==> src/rtl/regfile_scoreboard_if.sv <==
// rtl/regfile_scoreboard_if.sv - read/write/issue bundle for the register file scoreboard
//
// Purpose: groups the read ports, writeback port and issue/scoreboard signals.
// Ports (master = decode/datapath side, slave = register file):
//   a_address, b_address  read addresses          master -> slave
//   a_data, b_data        read data               slave  -> master
//   a_busy, b_busy        read register pending   slave  -> master
//   d_address, datain     writeback addr/data     master -> slave
//   write_en              writeback strobe        master -> slave
//   iss_en, iss_address   issue request/dest reg  master -> slave
//   iss_ok                issue acceptable        slave  -> master
//   pend_cnt              pending register count  slave  -> master
//   wb_err                sticky bad-writeback    slave  -> master
interface regfile_scoreboard_if #(
  parameter int DATA_W = 8,
  parameter int ADDR_W = 3
);
  logic [ADDR_W-1:0] a_address;
  logic [ADDR_W-1:0] b_address;
  logic [DATA_W-1:0] a_data;
  logic [DATA_W-1:0] b_data;
  logic              a_busy;
  logic              b_busy;
  logic [ADDR_W-1:0] d_address;
  logic [DATA_W-1:0] datain;
  logic              write_en;
  logic              iss_en;
  logic [ADDR_W-1:0] iss_address;
  logic              iss_ok;
  logic [ADDR_W:0]   pend_cnt;
  logic              wb_err;

  modport master (
    output a_address, b_address, d_address, datain, write_en, iss_en, iss_address,
    input  a_data, b_data, a_busy, b_busy, iss_ok, pend_cnt, wb_err
  );

  modport slave (
    input  a_address, b_address, d_address, datain, write_en, iss_en, iss_address,
    output a_data, b_data, a_busy, b_busy, iss_ok, pend_cnt, wb_err
  );
endinterface

==> src/rtl/regfile_scoreboard.sv <==
// rtl/regfile_scoreboard.sv - register file with two read ports, one write port and pending-write scoreboard
//
// Purpose: 2**ADDR_W x DATA_W register file. Reads are combinational with
// optional same-cycle writeback bypass; each register carries a pending bit
// set on issue and cleared on writeback so decode can stall on RAW/WAW.
// Ports:
//   clk  rising-edge clock
//   rst  synchronous active-high reset (clears data, pending bits, count, error)
//   bus  regfile_scoreboard_if.slave (read ports, writeback, issue, status)
module regfile_scoreboard #(
  parameter int DATA_W   = 8,
  parameter int ADDR_W   = 3,
  parameter int ZERO_REG = 1,
  parameter int BYPASS   = 1
) (
  input  logic                 clk,
  input  logic                 rst,
  regfile_scoreboard_if.slave  bus
);
  localparam int DEPTH = 2 ** ADDR_W;

  logic [DATA_W-1:0] regs [DEPTH];
  logic [DEPTH-1:0]  pending;
  logic [DEPTH-1:0]  pending_nxt;
  logic [ADDR_W:0]   pend_cnt_q;
  logic [ADDR_W:0]   pend_cnt_nxt;
  logic              wb_err_q;
  logic              wb_hit;
  logic              iss_acc;
  logic              a_bypass;
  logic              b_bypass;

  function automatic logic is_zero(input logic [ADDR_W-1:0] addr);
    return (ZERO_REG != 0) && (addr == '0);
  endfunction

  always_comb begin
    // Writes to the hardwired zero register are dropped entirely.
    wb_hit = bus.write_en && !is_zero(bus.d_address);

    // A writeback to the same register this cycle frees its pending bit,
    // so the issue may proceed without waiting another cycle.
    bus.iss_ok = is_zero(bus.iss_address) || !pending[bus.iss_address] ||
                 (bus.write_en && (bus.d_address == bus.iss_address));
    iss_acc    = bus.iss_en && bus.iss_ok && !is_zero(bus.iss_address);

    a_bypass = (BYPASS != 0) && wb_hit && (bus.d_address == bus.a_address);
    b_bypass = (BYPASS != 0) && wb_hit && (bus.d_address == bus.b_address);

    if (is_zero(bus.a_address)) begin
      bus.a_data = '0;
      bus.a_busy = 1'b0;
    end else if (a_bypass) begin
      bus.a_data = bus.datain;
      bus.a_busy = iss_acc && (bus.iss_address == bus.a_address);
    end else begin
      bus.a_data = regs[bus.a_address];
      bus.a_busy = pending[bus.a_address];
    end

    if (is_zero(bus.b_address)) begin
      bus.b_data = '0;
      bus.b_busy = 1'b0;
    end else if (b_bypass) begin
      bus.b_data = bus.datain;
      bus.b_busy = iss_acc && (bus.iss_address == bus.b_address);
    end else begin
      bus.b_data = regs[bus.b_address];
      bus.b_busy = pending[bus.b_address];
    end
  end

  always_comb begin
    // Clear before set: a same-register issue and writeback leaves it pending.
    pending_nxt = pending;
    if (wb_hit) pending_nxt[bus.d_address] = 1'b0;
    if (iss_acc) pending_nxt[bus.iss_address] = 1'b1;

    pend_cnt_nxt = '0;
    for (int i = 0; i < DEPTH; i++) begin
      pend_cnt_nxt = pend_cnt_nxt + {{ADDR_W{1'b0}}, pending_nxt[i]};
    end
  end

  always_ff @(posedge clk) begin
    if (rst) begin
      for (int i = 0; i < DEPTH; i++) regs[i] <= '0;
      pending    <= '0;
      pend_cnt_q <= '0;
      wb_err_q   <= 1'b0;
    end else begin
      if (wb_hit) regs[bus.d_address] <= bus.datain;
      pending    <= pending_nxt;
      pend_cnt_q <= pend_cnt_nxt;
      if (wb_hit && !pending[bus.d_address]) wb_err_q <= 1'b1;
    end
  end

  assign bus.pend_cnt = pend_cnt_q;
  assign bus.wb_err   = wb_err_q;
endmodule

==> src/flat_wrapper.sv <==
// flat-port wrapper written by rule: the top's interface ports become plain ports
module regfile_scoreboard_flat 
#(
  parameter int DATA_W   = 8,
  parameter int ADDR_W   = 3,
  parameter int ZERO_REG = 1,
  parameter int BYPASS   = 1
)
  (clk, rst, bus_a_address, bus_b_address, bus_d_address, bus_datain, bus_write_en, bus_iss_en, bus_iss_address, bus_a_data, bus_b_data, bus_a_busy, bus_b_busy, bus_iss_ok, bus_pend_cnt, bus_wb_err);
  regfile_scoreboard_if #(.DATA_W(DATA_W), .ADDR_W(ADDR_W)) bus_i ();
  input  logic clk;
  input  logic rst;
  input wire logic [$bits(bus_i.a_address)-1:0] bus_a_address;
  input wire logic [$bits(bus_i.b_address)-1:0] bus_b_address;
  input wire logic [$bits(bus_i.d_address)-1:0] bus_d_address;
  input wire logic [$bits(bus_i.datain)-1:0] bus_datain;
  input wire logic [$bits(bus_i.write_en)-1:0] bus_write_en;
  input wire logic [$bits(bus_i.iss_en)-1:0] bus_iss_en;
  input wire logic [$bits(bus_i.iss_address)-1:0] bus_iss_address;
  output wire logic [$bits(bus_i.a_data)-1:0] bus_a_data;
  output wire logic [$bits(bus_i.b_data)-1:0] bus_b_data;
  output wire logic [$bits(bus_i.a_busy)-1:0] bus_a_busy;
  output wire logic [$bits(bus_i.b_busy)-1:0] bus_b_busy;
  output wire logic [$bits(bus_i.iss_ok)-1:0] bus_iss_ok;
  output wire logic [$bits(bus_i.pend_cnt)-1:0] bus_pend_cnt;
  output wire logic [$bits(bus_i.wb_err)-1:0] bus_wb_err;
  assign bus_i.a_address = bus_a_address;
  assign bus_i.b_address = bus_b_address;
  assign bus_i.d_address = bus_d_address;
  assign bus_i.datain = bus_datain;
  assign bus_i.write_en = bus_write_en;
  assign bus_i.iss_en = bus_iss_en;
  assign bus_i.iss_address = bus_iss_address;
  assign bus_a_data = bus_i.a_data;
  assign bus_b_data = bus_i.b_data;
  assign bus_a_busy = bus_i.a_busy;
  assign bus_b_busy = bus_i.b_busy;
  assign bus_iss_ok = bus_i.iss_ok;
  assign bus_pend_cnt = bus_i.pend_cnt;
  assign bus_wb_err = bus_i.wb_err;
  regfile_scoreboard #(.DATA_W(DATA_W), .ADDR_W(ADDR_W), .ZERO_REG(ZERO_REG), .BYPASS(BYPASS)) u_core (.clk(clk), .rst(rst), .bus(bus_i));
endmodule
==> config.mk <==
export PLATFORM = sky130hd
export DESIGN_NAME = regfile_scoreboard_flat
export DESIGN_NICKNAME = d
export VERILOG_FILES = /design/src/rtl/regfile_scoreboard_if.sv /design/src/rtl/regfile_scoreboard.sv /design/src/flat_wrapper.sv
export SDC_FILE = /design/constraint.sdc
export NUM_CORES = 1
export LEC_CHECK = 0
export CAP_MARGIN = 15
export CORE_ASPECT_RATIO = 0.7
export CORE_MARGIN = 2
export CORE_UTILIZATION = 35
export DETAILED_ROUTE_END_ITERATION = 12
export DONT_BUFFER_PORTS = 1
export HOLD_SLACK_MARGIN = 0.03
export PLACE_DENSITY_LB_ADDON = 0.25
export REMOVE_ABC_BUFFERS = 1
export SYNTH_ARGS = -nofsm -noshare
export SYNTH_HDL_FRONTEND = slang
export SYNTH_SLANG_ARGS = --single-unit
==> constraint.sdc <==
create_clock -name clk -period 4.4 [get_ports clk]
set_clock_uncertainty 0.2 [all_clocks]
set_input_delay 0.88 -clock clk [delete_from_list [all_inputs] [get_ports clk]]
set_output_delay 0.88 -clock clk [all_outputs]
set_load 0.03 [all_outputs]
==> metrics.csv, run 1 <==
metric;value;unit
post_cts resized;0;
max-cap violations;0;
Die Wd;143;um
fin cells;586;
Yosys cell types;40;
vias post-DR;3159;
worst setup path startpoint;bus_iss_address[0];
Max VDD drop;0.197;mV
Req. time, crit path;4480;ps
placed cell count;570;
Area Overhead vs Synth;12.9;%
H-tree depth;3;
Worst setup EP type;register;
# IOs;48;
Yosys reg bits;77;
Post-Route WL;13.3;mm
Syn. warnings;0;
CP arrival;4000;ps
Die H;101;um
I/O Buffers;0;
mapped cell area;0.00474;mm^2
Post-CTS Setup Inserts;0;
Hold/Removal Path Class;register to register;
final period utilization;89.1;%
largest net degree at the start of global routing;36;
average cell area after synthesis;12.5;um^2
Clock transition at path regs;60;ps
Max Transition Viols Final;0;
GRT Residual Overflow;0;
total power divided by cell area;358;mW/mm^2
worst-path fanout max;12;
Final Hold Fails;0;
sequential share of the synthesized area;46.1;%
Worst-Skew Late Latency;340;ps
fmax;255;MHz
antenna cells;0;
Critical Path Source Type;input pin;
num rows;35;
Final #Nets;427;
die area;0.0145;mm^2
Final min period;3920;ps
core box area;0.0132;mm^2
Iteration-0 DRC Markers;233;
wire per inst;22.7;um
Slew @ Worst Pin;1170;ps
Num Clock Sinks;77;
P_leak;1.89;nW
hpwl dp;8.93;mm
RSZ-0062 raised after global routing;no;
most frequent cells in the layout;edfxtp_1, and2_1, mux4_2;
antenna-violating nets left;0;
ys flop type;edfxtp_1;
hold buffer count at cts;0;
slowest stage delay, CP;580;ps
hold depth;1;
fill count;1271;
GRT Overall Usage;19.5;%
DRC errors left;0;
Mapped Cells;378;
outcome;finished, final reports clean;
final hold slack;333;ps
layout cells sized above 1;23.9;%
1st-pass router iterations;5;
CTS tree;yes;
hold wc startpoint;u_core.pending[0];
drt via density;5.39;
gpl congestion;0.874;
FF-to-FF setup slack;650;ps
Starting Density;35.9;%
most used cell, CP;fa_1;
Setup CP Type;input pin to register;
most common cell after layout, fill and taps aside;edfxtp_1;
slew margin rel.;21.7;%
# setup viols final;0;
Root Driver;clkbuf_16;
R2R Path End;u_core.bus.pend_cnt[1];
first-pass GRT wire length;20.5;mm
depth of the most critical reg-to-reg path;12;
EDFF count, synth;64;
Max stage delay cell, worst path;fa_1;
CTS Buf Count;9;
Hold Path End;u_core.pending[0];
clock buffer depth;2;
ys async rst share;0;%
Reg2Reg Launch Point;u_core.pending[5];
vias in the first global route;3326;
initial antenna violation count;0;
worst-path cell chain;mux2_2 -> a2bb2oi_1 -> nand4_1 -> buf_4 -> a31oi_1 -> fa_1 -> inv_1 -> fa_1 -> fa_1 -> inv_1 -> fa_1 -> nor2_1;
==> flip-flops by register name, indices dropped and copies added (netlist names) <==
register	count
u_core.regs	64
u_core.bus.wb_err	1
u_core.bus.pend_cnt	4
u_core.pending	8
==> metrics by stage <==
stage	util, %	total power (W)	instance area [um^2]	setup WS (ps)	setup TNS [ps]
after floorplan	-	0.00109	4620	-175	-260
after global placement	38.4	0.00118	5060	244	0
after detailed placement	38.4	0.00118	5060	170	0
after CTS	40.6	0.00193	5350	502	0
after global routing	40.6	0.00198	5350	306	0
final	40.6	0.00191	5350	480	0
==> critical path: cells and delay by family <==
kind | cells | cell delay [ps]
compound gates | 2 | 300
buf+inv | 3 | 350
fa+ha+maj | 4 | 1930
simple gates | 2 | 220
mux | 1 | 310
==> cells in the mapped netlist, drive strengths merged, types with 2 or more instances <==
cell type   n  area, um^2
nor2       28         105
a211oi     11        82.6
inv         6        22.5
nand2      12        45.0
o22ai       4        25.0
o21bai      2        15.0
o21ai      12        60.1
ha          3        37.5
dfxtp      13         260
or2         8        50.1
edfxtp     64        1920
nor3b       2        15.0
mux2i      20         200
nand3       2        10.0
xnor2       9        78.8
nand4       4        25.0
xor2        3        26.3
nand2b      8        50.1
a31oi       3        18.8
mux4       36         811
clkbuf     10        37.5
nor3        7        35.0
fa          4        80.1
a21oi      10        53.8
mux2        9         101
and2       57         357
nor2b       5        31.3
buf        17         105
==> where the power goes <==
part           total [W]  switching [W]  internal [W]  leakage [nW]
registers       0.000866      0.0000299      0.000836         0.721
clock network   0.000747       0.000295      0.000451         0.143
logic           0.000302       0.000153      0.000149          1.02
==> cells by family after synthesis <==
group           after synthesis  synth area share, %
compound gates               48                 6.58
buf+inv                      33                 3.49
simple gates                135                 15.6
flops                        77                 46.1
mux                          65                 23.5
other cells                   1               0.0791
fa+ha+maj                     7                 2.48
xor+xnor                     12                 2.22
==> layer usage <==
layer  share of wire, %  up-vias  GRT usage (%)  wire (um)
met5                  0        -              0          0
met4                1.0        0           3.81        138
met1                 48     1596           27.7       6330
met3                6.0       14           4.49        803
met2                 45      104           31.1       6040
li1                   -     1445              -          -
==> cell type report <==
type | count | area, um^2 | share of cell area, %
multi-input combinational | 275 | 2420 | 45.2
sequential | 77 | 2180 | 40.8
clock buffer | 11 | 243 | 4.54
tap | 185 | 231 | 4.33
timing repair buffer | 27 | 203 | 3.79
clock inverter | 5 | 51.3 | 0.959
inverter | 6 | 22.5 | 0.421
==> worst max-delay path by stage <==
stage	endpoint	slack [ps]	cells after the start
after global placement	u_core.bus.pend_cnt[1]	240	14
final	u_core.bus.pend_cnt[1]	480	12
after global routing	u_core.bus.pend_cnt[1]	310	12
after CTS	u_core.bus.pend_cnt[1]	500	12
after floorplan	u_core.bus.pend_cnt[1]	-180	14
after detailed placement	u_core.bus.pend_cnt[1]	170	12
No activity file was read; power rests on OpenSTA's default activity.
==> run 2, diff against run 1 <==
- CORE_UTILIZATION: 35 -> 52
==> run 2 against run 1 <==
  * Sequential power about the same
  * Core utilization up 19 points
  * Non-clock buffer count decreased by 2
  * Clock power is 11% higher
  * Wire length decreased by 13%
  * Critical path type is now input pin to output port
  * Critical endpoint is now bus_b_data[0]
  * Largest cell class unchanged
  * Largest power group unchanged
==> metrics.csv, run 2 (synthesized netlist as in run 1, its figures left out) <==
metric;value;unit;change
Final Hold Fails;0;;unchanged
Setup CP Type;input pin to output port;;was input pin to register
hold buffer count at cts;0;;unchanged
GRT Overall Usage;24.7;%;was 19.5%
CTS Buf Count;9;;unchanged
worst-path fanout max;25;;was 12
max-cap violations;0;;unchanged
Critical Path Source Type;input pin;;unchanged
gpl congestion;0.919;;was 0.874
Die Wd;118;um;was 143 um
Final #Nets;425;;was 427
Die H;83.9;um;was 101 um
fill count;697;;was 1,271
placed cell count;507;;was 570
1st-pass router iterations;4;;was 5
most frequent cells in the layout;edfxtp_1, and2_1, mux4_2;;unchanged
# setup viols final;0;;unchanged
Post-Route WL;11.6;mm;was 13.3 mm
DRC errors left;0;;unchanged
hpwl dp;7.72;mm;was 8.93 mm
CTS tree;yes;;unchanged
Clock transition at path regs;50;ps;was 60 ps
number of flip-flops in the largest register;64;;unchanged
Post-CTS Setup Inserts;0;;unchanged
slew margin rel.;25.0;%;was 21.7%
fmax;259;MHz;was 255 MHz
Top reg by flops;u_core.regs;;unchanged
Hold/Removal Path Class;register to register;;unchanged
Starting Density;52.9;%;was 35.9%
slowest stage delay, CP;590;ps;was 580 ps
P_leak;1.90;nW;was 1.89 nW
layout cells sized above 1;23.3;%;was 23.9%
num rows;29;;was 35
I/O Buffers;0;;unchanged
CP arrival;2780;ps;was 4000 ps
vias post-DR;3168;;was 3,159
first-pass GRT wire length;17.8;mm;was 20.5 mm
antenna-violating nets left;0;;unchanged
Final min period;3860;ps;was 3920 ps
Worst setup EP type;output port;;was register
antenna cells;0;;unchanged
RSZ-0062 raised after global routing;no;;unchanged
total power divided by cell area;375;mW/mm^2;was 358 mW/mm^2
wire per inst;22.3;um;was 22.7 um
fin util;59.1;%;was 40.6%
Max VDD drop;0.323;mV;was 0.197 mV
drt via density;6.06;;was 5.39
post_cts resized;0;;unchanged
worst-path cell chain;or3b_1 -> a211o_1 -> a21oi_2 -> buf_4 -> mux2i_1 -> nor2_1 -> buf_4;;was mux2_2 -> a2bb2oi_1 -> nand4_1 -> buf_4 -> a31oi_1 -> fa_1 -> inv_1 -> fa_1 -> fa_1 -> inv_1 -> fa_1 -> nor2_1
Max stage delay cell, worst path;a21oi_2;;was fa_1
Max Transition Viols Final;0;;unchanged
Req. time, crit path;3320;ps;was 4480 ps
H-tree depth;3;;unchanged
outcome;finished, final reports clean;;unchanged
Area Overhead vs Synth;11.8;%;was 12.9%
most used cell, CP;buf_4;;was fa_1
vias in the first global route;3151;;was 3,326
fin cells;523;;was 586
die area;0.00990;mm^2;was 0.0145 mm^2
Slew @ Worst Pin;1120;ps;was 1170 ps
initial antenna violation count;0;;unchanged
final period utilization;87.8;%;was 89.1%
Root Driver;clkbuf_16;;unchanged
largest net degree at the start of global routing;36;;unchanged
# IOs;48;;unchanged
clock buffer depth;2;;unchanged
Worst-Skew Late Latency;330;ps;was 340 ps
GRT Residual Overflow;0;;unchanged
core box area;0.00896;mm^2;was 0.0132 mm^2
Num Clock Sinks;77;;unchanged
most common cell after layout, fill and taps aside;edfxtp_1;;unchanged
Iteration-0 DRC Markers;318;;was 233
-- run 2: cell count changes in the layout (fill, tap and decap cells not counted), sizes merged --
cell / before / now
buf: 27 / 25
bufinv: 1 / 3
clkinv: 3 / 2
clkinvlp: 1 / 0
-- run 2: worst max-delay path, delay by kind of cell --
kind	cells	cell delay, ps
AO/OA/AOI/OAI	2	860
buffers and inverters	2	430
AND/OR/NAND/NOR	2	410
multiplexers	1	200
-- run 2: layer usage --
metal,part of all wire [%],up-vias,global-route usage [%]
met5,0,-,0
met4,1.7,0,7.89
met3,8.8,15,7.17
met2,47,142,38.0
met1,43,1578,34.1
li1,-,1433,-
-- run 2: stage by stage --
| stage | hold WS [ps] | power, W | setup TNS [ps] | cell area [um^2] | setup slack (ps) |
|---|---|---|---|---|---|
| 2_1_floorplan | 270 | 0.00109 | -260 | 4620 | -175 |
| 3_3_place_gp | 347 | 0.00117 | 0 | 4960 | 272 |
| 3_5_place_dp | 340 | 0.00117 | 0 | 4960 | 195 |
| 4_1_cts | 350 | 0.00199 | 0 | 5300 | 540 |
| 5_1_grt | 382 | 0.00205 | 0 | 5300 | 330 |
| 6_report | 365 | 0.00199 | 0 | 5300 | 538 |
-- run 2: power breakdown --
part	total, W	switching (W)	internal (W)
sequential	0.000867	0.0000310	0.000836
clock	0.000827	0.000276	0.000551
combinational	0.000293	0.000147	0.000146
total	0.00199	0.000453	0.00153
-- run 2: area by class of cell --
| type | instances | area (um^2) | area share (%) |
|---|---|---|---|
| flip-flops and latches | 77 | 2180 | 41.2 |
| clock inverters | 5 | 98.8 | 1.87 |
| multi-input cells | 275 | 2420 | 45.6 |
| repair buffers | 25 | 188 | 3.54 |
| clock buffers | 11 | 233 | 4.39 |
| well taps | 124 | 155 | 2.93 |
| inverters | 6 | 22.5 | 0.425 |
-- run 2: final timing paths --
check,start,endpoint,slack [ps],depth (start not counted)
setup reg to reg,u_core.pending[5],u_core.bus.pend_cnt[1],700,14
hold reg to reg,u_core.pending[0],u_core.pending[0],370,1
setup / recovery,bus_b_address[1],bus_b_data[0],540,7
hold / removal,u_core.pending[0],u_core.pending[0],370,1
